$ cat config.mk
export PLATFORM = sky130hd
export DESIGN_NAME = ram_dump_arbiter
export DESIGN_NICKNAME = d
export VERILOG_FILES = /design/src/rtl/ram_dump_arbiter.sv
export SDC_FILE = /design/constraint.sdc
export NUM_CORES = 1
export LEC_CHECK = 0
export ABC_AREA = 1
export BUFFER_PORTS_ARGS = -buffer_cell sky130_fd_sc_hd__buf_2
export CORE_AREA = 2 2 71 73
export CTS_CLUSTER_DIAMETER = 40
export DETAILED_ROUTE_END_ITERATION = 6
export DIE_AREA = 0 0 73 75
export SLEW_MARGIN = 10
export SYNTH_ARGS = -nofsm -noshare
export SYNTH_HDL_FRONTEND = slang
export SYNTH_SLANG_ARGS = --single-unit
export TNS_END_PERCENT = 20
$ cat constraint.sdc
create_clock -name clk -period 2.9 [get_ports clk]
set_input_delay 0.58 -clock clk [delete_from_list [all_inputs] [get_ports clk]]
set_output_delay 0.58 -clock clk [all_outputs]
set_load 0.02 [all_outputs]
$ cat src/rtl/ram_dump_arbiter.sv
// Shares the data-RAM port between the CPU and an end-of-run dump engine that
// streams RAM[DUMP_FIRST..DUMP_LAST] out on a valid/ready interface.
module ram_dump_arbiter #(
    parameter int DATA_W     = 16,
    parameter int ADDR_W     = 6,
    parameter int DUMP_FIRST = 0,
    parameter int DUMP_LAST  = 63,
    parameter int READ_LAT   = 1
) (
    input  logic              clk,
    input  logic              reset,
    input  logic              cpu_done,
    input  logic [ADDR_W-1:0] cpu_addr,
    input  logic              cpu_we,
    input  logic              cpu_re,
    output logic [ADDR_W-1:0] ram_addr,
    output logic              ram_we,
    output logic              ram_re,
    input  logic [DATA_W-1:0] ram_rdata,
    output logic [DATA_W-1:0] tx_data,
    output logic              tx_valid,
    input  logic              tx_ready,
    output logic              dump_active,
    output logic              dump_done,
    output logic              cpu_conflict
);

    localparam int CNT_W = (READ_LAT > 1) ? $clog2(READ_LAT) : 1;
    localparam logic [ADDR_W-1:0] FIRST_A  = ADDR_W'(DUMP_FIRST);
    localparam logic [ADDR_W-1:0] LAST_A   = ADDR_W'(DUMP_LAST);
    localparam logic [CNT_W-1:0]  CNT_INIT = CNT_W'(READ_LAT - 1);

    typedef enum logic [2:0] {IDLE, ISSUE, WAIT, SEND, DONE} state_t;

    state_t            state, state_nx;
    logic [ADDR_W-1:0] ptr;
    logic [CNT_W-1:0]  wcnt;
    logic              cpu_done_q;
    logic              start;
    logic              hs;

    assign start       = cpu_done & ~cpu_done_q;
    assign hs          = tx_valid & tx_ready;
    assign dump_active = (state != IDLE);
    assign dump_done   = (state == DONE);

    always_ff @(posedge clk or negedge reset) begin
        if (!reset) state <= IDLE;
        else        state <= state_nx;
    end

    always_comb begin
        state_nx = state;
        ram_addr = ptr;
        ram_we   = 1'b0;
        ram_re   = 1'b0;
        case (state)
            IDLE: begin
                ram_addr = cpu_addr;
                ram_we   = cpu_we;
                ram_re   = cpu_re;
                if (start) state_nx = ISSUE;
            end
            ISSUE: begin
                ram_re   = 1'b1;
                state_nx = WAIT;
            end
            WAIT:    if (wcnt == '0) state_nx = SEND;
            SEND:    if (hs) state_nx = (ptr == LAST_A) ? DONE : ISSUE;
            DONE:    if (!cpu_done) state_nx = IDLE;
            default: state_nx = IDLE;
        endcase
    end

    always_ff @(posedge clk or negedge reset) begin
        if (!reset) begin
            ptr          <= FIRST_A;
            wcnt         <= '0;
            tx_data      <= '0;
            tx_valid     <= 1'b0;
            cpu_done_q   <= 1'b0;
            cpu_conflict <= 1'b0;
        end else begin
            cpu_done_q <= cpu_done;
            // CPU writes issued while the dump owns the port are lost; remember that.
            if (state != IDLE && cpu_we) cpu_conflict <= 1'b1;
            case (state)
                IDLE:  if (start) ptr <= FIRST_A;
                ISSUE: wcnt <= CNT_INIT;
                WAIT: begin
                    if (wcnt == '0) begin
                        tx_data  <= ram_rdata;
                        tx_valid <= 1'b1;
                    end else begin
                        wcnt <= wcnt - 1'b1;
                    end
                end
                SEND: begin
                    if (hs) begin
                        tx_valid <= 1'b0;
                        // Stop at the last address without incrementing, so ptr never wraps.
                        if (ptr != LAST_A) ptr <= ptr + 1'b1;
                    end
                end
                default: ;
            endcase
        end
    end

endmodule
==> results.md, run 1 <==
- N_diodes: 0
- Setup Viol. Count Final: 0
- Post-CTS setup buffer count: 0
- Cell Area, Synth: roughly 1400 um^2
- Avg Cell Area, Syn: between 10 and 15 um^2
- Buffers added on ports: 55
- GRT Total Usage: 10.2%
- Post-CTS sizing: 0
- CTS tree: done
- Main combinational cell family by area after synthesis: simple AND/OR/NAND/NOR gates
- Complex-gate fraction of the synthesized area: a little under 5%
- Adder-cell share of the synthesized area: less than 1%
- Die ar.: 5480 um^2
- Relative max-transition margin: 57.7%
- CTS Buf Count: 3
- Outcome: finished, final reports clean
- Initial antenna violation count: 0
- Share of layout cells above drive strength 1: around 47%
- Clk_skew: 0.0100 ns
- Final #Nets: about 220
- CTS Buffer Depth: 2
- Final hold violations: 0
- DR pass1 iterations: 5
- FP Rows: 25
- Max-cap viol count: 0
- Setup TNS: 0 ns
- Post-route clock period utilization: 75.4%
- Vias in the first global route: 947
- CP required: 2.32 ns
- Antenna violation net count after detailed routing: 0
- Core area: between 4000 and 5000 um^2
- Die W: 73 um
- Minimum clock period: roughly 2.2 ns
- Largest net degree at the start of global routing: 29
- Clock Latency Late Sink: around 0.28 ns
- Clock tree root driver cell: clkbuf_8
- P_leak: approximately 0.00089 uW
- Portion of netlist area occupied by mux cells: 17.3%
- Post-DR vias/cell: between 4 and 5
- Ys async rst share: 100%
- # hold bufs at CTS: 0
- I/O pin cnt: 56
- Placer congestion estimate: around 0.84
- 1st-iter DRT viols: 34
- Total gr overflow: 0
- CP Data Arrival Time: roughly 1.6 ns
- Drt total wl: roughly 2600 um
- Simple-gate share of the synthesized area: roughly a fifth
- RSZ-0062 raised after global routing: no
- Synth cell types: 24
- Avg WL per Cell: approximately 11 um
- Detail Placement HPWL: 1950 um
- Worst R2R Path Depth: 8
- Synth Flop Type: dfrtp_1
- Startpoint types: flop
- Starting density of the core: between 20% and 30%
- Worst Hold Class: in -> async
- Synth-to-layout area growth: 27.7%
- Cell count after synthesis: 129
- # clock sinks: 28
- Post-Synth XOR/XNOR Area: roughly 1.9%
- Number of synthesized register bits: 28
- H-tree Lvls: 1
- Dpl cells: between 200 and 250
- Filler cells: 466
- DR DRC count: 0
- Power Density: approximately 1100 nW/um^2
- Yosys warnings: 0
- EDFF count, synth: 0
- Clock transition at path regs: around 0.10 ns
- Routed vias: roughly 1100
- Critical path class: reg -> out
- Non-filler cells, final: between 200 and 250
- Max-slew violations: 0
- Worst-path maximum fanout: 11
- Die height: 75 um
- Global-route wire length before repair: 4300 um
- Post-synthesis net count: 158
- Peak ir drop on the vdd network: 0.370 mV
- Actual slew at the worst max-slew pin: between 0.6 and 0.7 ns
- Max frequency: 457 MHz
- Worst setup EP type: output port
- Sequential element share of the synthesized area: about half
worst paths after layout:
path	start	to	slack (ns)
max in group asynchronous	reset	tx_valid	2.17
worst min register to register	cpu_conflict	cpu_conflict	0.46
min in group clk	cpu_done	cpu_done_q	0.45
worst min-delay path	reset	ptr[4]	0.31
worst max register to register	ptr[0]	ptr[4]	1.44
worst max-delay path	state[0]	ram_addr[4]	0.71
synthesized netlist by cell type (2+ instances only):
cell type	number	area [um^2]
nand3_1	6	30.0
mux2_1	2	22.5
nand2_4	4	45.0
mux2_2	19	214
nor2_1	13	48.8
dfrtp_1	28	701
o21ai_0	5	25.0
xor2_1	2	17.5
inv_1	6	22.5
nand2_1	26	97.6
a21oi_1	3	15.0
nor2_4	2	22.5
nand2_2	2	12.5
layout make-up:
cell class,instances,area [um^2],area share [%]
Clock buffer,4,55.1,3.15
Inverter,7,26.3,1.50
Multi-Input combinational cell,92,624,35.7
Sequential cell,28,701,40.1
Tap cell,54,67.6,3.86
Timing Repair Buffer,55,275,15.7
cells by family (layout without fill, tap and decap cells):
family	Yosys count	count (layout)
buffers and inverters	9	66
AOI/OAI and AO/OA	12	12
adders and majority gates	1	1
xor gates and xnor gates	3	3
DFF	28	28
muxes	21	21
and+or+nand+nor	55	55
cells in the final DEF (no fill, tap or decap), drive strengths merged:
cell type	instances
buf	55
nor2	16
inv	7
a21oi	3
mux2	21
o21ai	6
xor2	2
a21o	1
nand3	6
dfrtp	28
o211ai	1
nand2	32
nor3	1
xnor2	1
o21bai	1
ha	1
clkbuf	4
sequential cells by signal, indices dropped and copies added (netlist names):
name / cells
tx_valid: 1
state: 3
tx_data: 16
ptr: 6
cpu_conflict: 1
cpu_done_q: 1
critical path, cell delays in order, from the launching register on:
cell	delay, ns
dfrtp_1	0.45
nor2_4	0.19
nand2_2	0.19
mux2_1	0.35
buf_2	0.16
metrics by stage:
stage	hold WS, ns	cell area [um^2]	total power, uW	utilization [%]	setup slack [ns]
finish	0.314	1750	1890	37.5	0.712
global route	0.351	1750	2030	37.5	0.582
CTS	0.340	1750	1920	37.5	0.671
detailed placement	0.439	1690	1670	36.3	1.01
global placement	0.437	1690	1660	36.3	1.03
floorplan	0.284	1370	1400	-	1.06
where the power goes:
part	internal [uW]	total (uW)	switching, uW
Combinational	398	999	601
Sequential	543	644	101
Clock	122	244	122
Total	1060	1890	824
metal layers:
metal,part of all wire (%),GRT usage [%],vias to the layer above
li1,-,-,538
met1,48,13.8,502
met2,44,15.9,48
met3,6.7,2.54,4
met4,1.1,3.70,0
met5,0,0,-
Power figures use the tool's default switching activity.
==> inputs of run 2 (changes only) <==
==> constraint.sdc (replaced) <==
create_clock -name clk -period 2.03 [get_ports clk]
set_input_delay 0.406 -clock clk [delete_from_list [all_inputs] [get_ports clk]]
set_output_delay 0.406 -clock clk [all_outputs]
set_load 0.02 [all_outputs]
==> results.md, run 2 (synthesis results as in run 1) <==
- Outcome: finished, final reports clean
- Core area: roughly 4700 um^2
- Clock Latency Late Sink: roughly 0.27 ns
- I/O pin cnt: 56
- Die W: between 70 and 80 um
- Final hold violations: 0
- Final #Nets: around 220
- # clock sinks: 28
- Non-filler cells, final: 242
- Routed vias: approximately 1100
- Minimum clock period: just under 2 ns
- Placer congestion estimate: about 0.83
- N_diodes: 0
- Share of layout cells above drive strength 1: around 48%
- P_leak: between 0.0009 and 0.001 uW
- CTS tree: done
- Actual slew at the worst max-slew pin: approximately 0.64 ns
- Startpoint types: flop
- Footprint of the multi-input gates: roughly 630 um^2
- Worst path cell trace: nor2_4 > nand2_4 > mux2_1 > buf_2
- FF+latch area: roughly 700 um^2
- # hold bufs at CTS: 0
- FP Rows: 25
- Clock transition at path regs: 0.09 ns
- Starting density of the core: between 20 and 30%
- Vias in the first global route: 966
- Detail Placement HPWL: 1960 um
- H-tree Lvls: 1
- CP required: between 1.5 and 2 ns
- CTS Buffer Depth: 2
- Max-cap viol count: 0
- Clock power frac: roughly an eighth
- Filler cells: slightly below 500
- Worst path slowest cell: dfrtp_1
- Logic pwr share: about 54%
- Worst Hold Class: in -> async
- Most common cell after layout, fill and taps aside: buf_2
- Die ar.: approximately 5500 um^2
- Post-DR vias/cell: ~4.4
- Regs by FF count: tx_data (16), ptr (6), state (3)
- Setup Viol. Count Final: 0
- Switching portion of total power: a little over two fifths
- Final Power: about 2700 uW
- P_int: approximately 1500 uW
- Worst-path maximum fanout: 11
- Dpl cells: approximately 240
- Sequential power share: between 30% and 40%
- Power Density: 1540 nW/um^2
- Finished Core Util: 38.0%
- DR pass1 iterations: 4
- CP delay by family, top: flip-flops
- DR DRC count: 0
- Max FFs per register: 16
- Initial antenna violation count: 0
- Avg WL per Cell: 11.0 um
- Clk_skew: 0.00291 ns
- Global-route wire length before repair: 4430 um
- Die height: ~75 um
- Synth-to-layout area growth: 29.2%
- Top reg by flops: tx_data
- Largest net degree at the start of global routing: 29
- Peak ir drop on the vdd network: slightly above 0.5 mV
- Critical path class: reg -> out
- Critical path's largest stage delay: between 0.4 and 0.5 ns
- CP Data Arrival Time: 1.54 ns
- Setup TNS: 0 ns
- CTS Buf Count: 3
- Relative max-transition margin: approximately 57%
- RSZ-0062 raised after global routing: no
- Total gr overflow: 0
- CP bufs+invs: 1
- GRT Total Usage: between 10% and 20%
- Post-route clock period utilization: between 90% and 100%
- 1st-iter DRT viols: 34
- Sw power: 1190 uW
- Max frequency: roughly 520 MHz
- Max-slew violations: 0
- Worst setup EP type: output port
- Drt total wl: around 2700 um
- Most frequent cells in the layout: buf_2 (55), dfrtp_1 (27), nand2_1 (26), mux2_2 (19), nor2_1 (13)
- Clock tree root driver cell: clkbuf_8
- Buffers added on ports: 55
- Antenna violation net count after detailed routing: 0
-- run 2: cell types whose count changed in the layout (fill, tap and decap cells not counted) --
cell	change
buf_4	+2
dfrtp_1	-1
dfrtp_2	+1
nand2_2	-1
nand2_4	+1
-- run 2: area by class of cell --
cell class                      instances  area share, %
Sequential cell                        28           39.6
Multi-Input combinational cell         92           35.5
Timing Repair Buffer                   57           16.4
Tap cell                               54           3.82
Clock buffer                            4           3.11
Inverter                                7           1.48
-- run 2: repair_timing --
action	in CTS	in global routing
gates resized for setup	1	1
setup endpoints to repair	5	5
setup buffers	0	2
pin swaps	0	1
gates cloned	0	0
-- run 2: per-layer routing --
| metal | GRT usage (%) | up-vias | part of all wire [%] |
|---|---|---|---|
| li1 | - | 545 | - |
| met1 | 14.6 | 483 | 49 |
| met2 | 16.1 | 38 | 46 |
| met3 | 2.41 | 2 | 5.0 |
| met4 | 3.29 | 0 | 0.38 |
| met5 | 0 | - | 0 |
-- run 2: final timing paths --
kind                                 to          from  slack (ns)  cells past startpoint
max                         ram_addr[4]      state[2]        0.09                      4
min                          cpu_done_q         reset        0.15                      1
max reg2reg                      ptr[3]        ptr[0]        0.57                      8
min reg2reg                cpu_conflict  cpu_conflict        0.47                      1
max in group asynchronous      state[1]         reset        1.44                      1
min in group clk             cpu_done_q      cpu_done        0.27                      1
-- run 2: stage by stage --
stage / instance area [um^2] / hold slack (ns) / worst slack, ns
5_1_grt: 1770 / 0.182 / 0.00377
2_1_floorplan: 1370 / 0.110 / 0.359
3_5_place_dp: 1690 / 0.448 / 0.295
6_report: 1770 / 0.147 / 0.0890
4_1_cts: 1750 / 0.172 / 0.0441
3_3_place_gp: 1690 / 0.433 / 0.331
-- run 2: power by group through the flow --
| stage | Combinational (uW) | Sequential (uW) | Clock, uW |
|---|---|---|---|
| global placement | 1450 | 929 | 0 |
| global route | 1600 | 956 | 392 |
| CTS | 1470 | 921 | 370 |
| detailed placement | 1450 | 929 | 0 |
| finish | 1470 | 921 | 345 |
| floorplan | 861 | 1140 | 0 |
==> inputs of run 3 (changes only) <==
==> constraint.sdc (replaced) <==
create_clock -name clk -period 1.8 [get_ports clk]
set_input_delay 0.36 -clock clk [delete_from_list [all_inputs] [get_ports clk]]
set_output_delay 0.36 -clock clk [all_outputs]
set_load 0.05 [all_outputs]
==> results.md, run 3 (synthesis results as in run 1) <==
- CP delay by family, top: flip-flops
- DR DRC count: 0
- Vias in the first global route: 1026
- Post-Place Setup Slack: between 0.15 and 0.2 ns
- Worst R2R Setup Slack: 0.31 ns
- Outcome: finished, final reports clean
- Setup Viol. Count Final: 0
- H-tree Lvls: 1
- Worst-path maximum fanout: 9
- Actual slew at the worst max-slew pin: roughly 0.64 ns
- Clock Latency Late Sink: 0.27 ns
- N_diodes: 0
- Minimum clock period: around 1.8 ns
- Share of layout cells above drive strength 1: around half
- CTS Buf Count: 3
- Routed vias: between 1000 and 1500
- Finished Core Util: roughly two fifths
- Final #Nets: 223
- Clk_skew: between 0.004 and 0.005 ns
- Post-route clock period utilization: slightly below 100%
- Avg WL per Cell: roughly 12 um
- Critical path class: reg -> out
- Worst path cell trace: nor2_4 > nand2_4 > mux2_2 > buf_2
- # clock sinks: 28
- # hold bufs at CTS: 0
- Starting density of the core: about 30%
- Setup TNS: 0 ns
- Top reg by flops: tx_data
- Clock tree root driver cell: clkbuf_8
- CTS Buffer Depth: 2
- Final Power: approximately 3800 uW
- Max frequency: 560 MHz
- Reg2Reg Launch Point: ptr[1]
- Regs by FF count: tx_data (16), ptr (6), state (3)
- Relative max-transition margin: 57.6%
- RSZ-0062 raised after global routing: yes
- Peak ir drop on the vdd network: approximately 0.83 mV
- P_leak: approximately 0.00093 uW
- Total gr overflow: 0
- FP Rows: 25
- 1st-iter DRT viols: 65
- FF+latch area: 702 um^2
- Drt total wl: ~2800 um
- CTS tree: done
- Die height: ~75 um
- Synth-to-layout area growth: 32.1%
- CP required: 1.44 ns
- Die W: ~73 um
- Max-cap viol count: 0
- Most frequent cells in the layout: buf_2 (52), dfrtp_1 (27), nand2_1 (26), mux2_2 (19), nor2_1 (13)
- Max FFs per register: 16
- Most common cell after layout, fill and taps aside: buf_2
- Detail Placement HPWL: approximately 2000 um
- Footprint of the multi-input gates: around 630 um^2
- Antenna violation net count after detailed routing: 0
- Startpoint types: flop
- I/O pin cnt: 56
- Global-route wire length before repair: 4610 um
- Post-DR vias/cell: approximately 4.5
- Clock transition at path regs: about 0.090 ns
- Worst Hold Class: in -> async
- Worst path slowest cell: dfrtp_2
- PnR worst setup slack: approximately 0.015 ns
- Largest net degree at the start of global routing: 29
- Placed Area: 1720 um^2
- Buffers added on ports: 55
- Max-slew violations: 0
- Cell area after layout: 1810 um^2
- Initial antenna violation count: 0
- Die ar.: 5480 um^2
- CP bufs+invs: 1
- GRT Total Usage: approximately 11%
- DR pass1 iterations: 2
- Worst R2R Path Depth: 8
- CP Data Arrival Time: 1.43 ns
- Core area: around 4700 um^2
- Worst setup EP type: output port
- Critical path's largest stage delay: 0.43 ns
- Power Density: a little over 2000 nW/um^2
- Placer congestion estimate: ~0.75
- End of the worst register-to-register path: ptr[0]
- Final hold violations: 0
- Filler cells: a little under 500
==> run 3: cell types whose count changed in the layout (fill, tap and decap cells not counted) <==
| cell | previous run | this run |
|---|---|---|
| buf_2 | 55 | 52 |
| buf_4 | 2 | 9 |
| buf_6 | 0 | 1 |
| clkbuf_8 | 4 | 3 |
| mux2_1 | 2 | 1 |
| mux2_4 | 0 | 1 |
==> run 3: routing by layer <==
layer	vias up	wire, um	share of wire (%)	global-route usage (%)
met5	-	0	0	0
met4	0	27	0.95	3.70
met3	4	143	5.0	2.01
met2	37	1320	46	17.5
met1	518	1360	48	14.6
li1	550	-	-	-
==> run 3: metrics by stage <==
step	cells	hold slack [ns]
2_1_floorplan	129	0.0644
3_3_place_gp	239	0.436
3_5_place_dp	239	0.433
4_1_cts	246	0.129
5_1_grt	246	0.154
6_report	246	0.103
==> run 3: worst max-delay path by stage <==
stage,depth (start not counted),from,slack (ns),to
finish,4,state[2],0.01,ram_addr[0]
global route,6,state[2],-0.05,ram_addr[5]
floorplan,5,state[2],-0.28,state[0]
global placement,4,state[0],0.17,ram_addr[4]
detailed placement,4,state[2],0.15,ram_addr[4]
CTS,4,state[0],0.005,ram_addr[4]
==> run 3: cell type report <==
type	instances	share of cell area (%)
Inverter	7	1.45
Sequential cell	28	38.8
Clock buffer	3	2.28
Timing Repair Buffer	62	18.7
Multi-Input combinational cell	92	35.0
Tap cell	54	3.73
==> run 3: worst register-to-register path, stage by stage, from the launching register on <==
cell,delay [ns]
dfrtp_1,0.44
ha_1,0.21
nand3_1,0.11
nor2_1,0.18
nand2_1,0.13
nand2_4,0.14
nor2_8,0.05
nand2_1,0.06
nand2_1,0.05
==> run 3: repair_timing <==
action                                  CTS  global route
setup buffers                             4             0
resized for setup                         4             5
pin swaps                                 1             2
endpoints found under the setup margin    6             8
hold endpoints to repair                  0             0
==> run 3: where the power goes <==
group | switching, uW | total, uW | internal, uW | leakage [uW]
clock network | 186 | 336 | 150 | 0.0000216
registers | 129 | 1000 | 875 | 0.000336
logic | 1680 | 2420 | 734 | 0.000570
total | 2000 | 3760 | 1760 | 0.000927
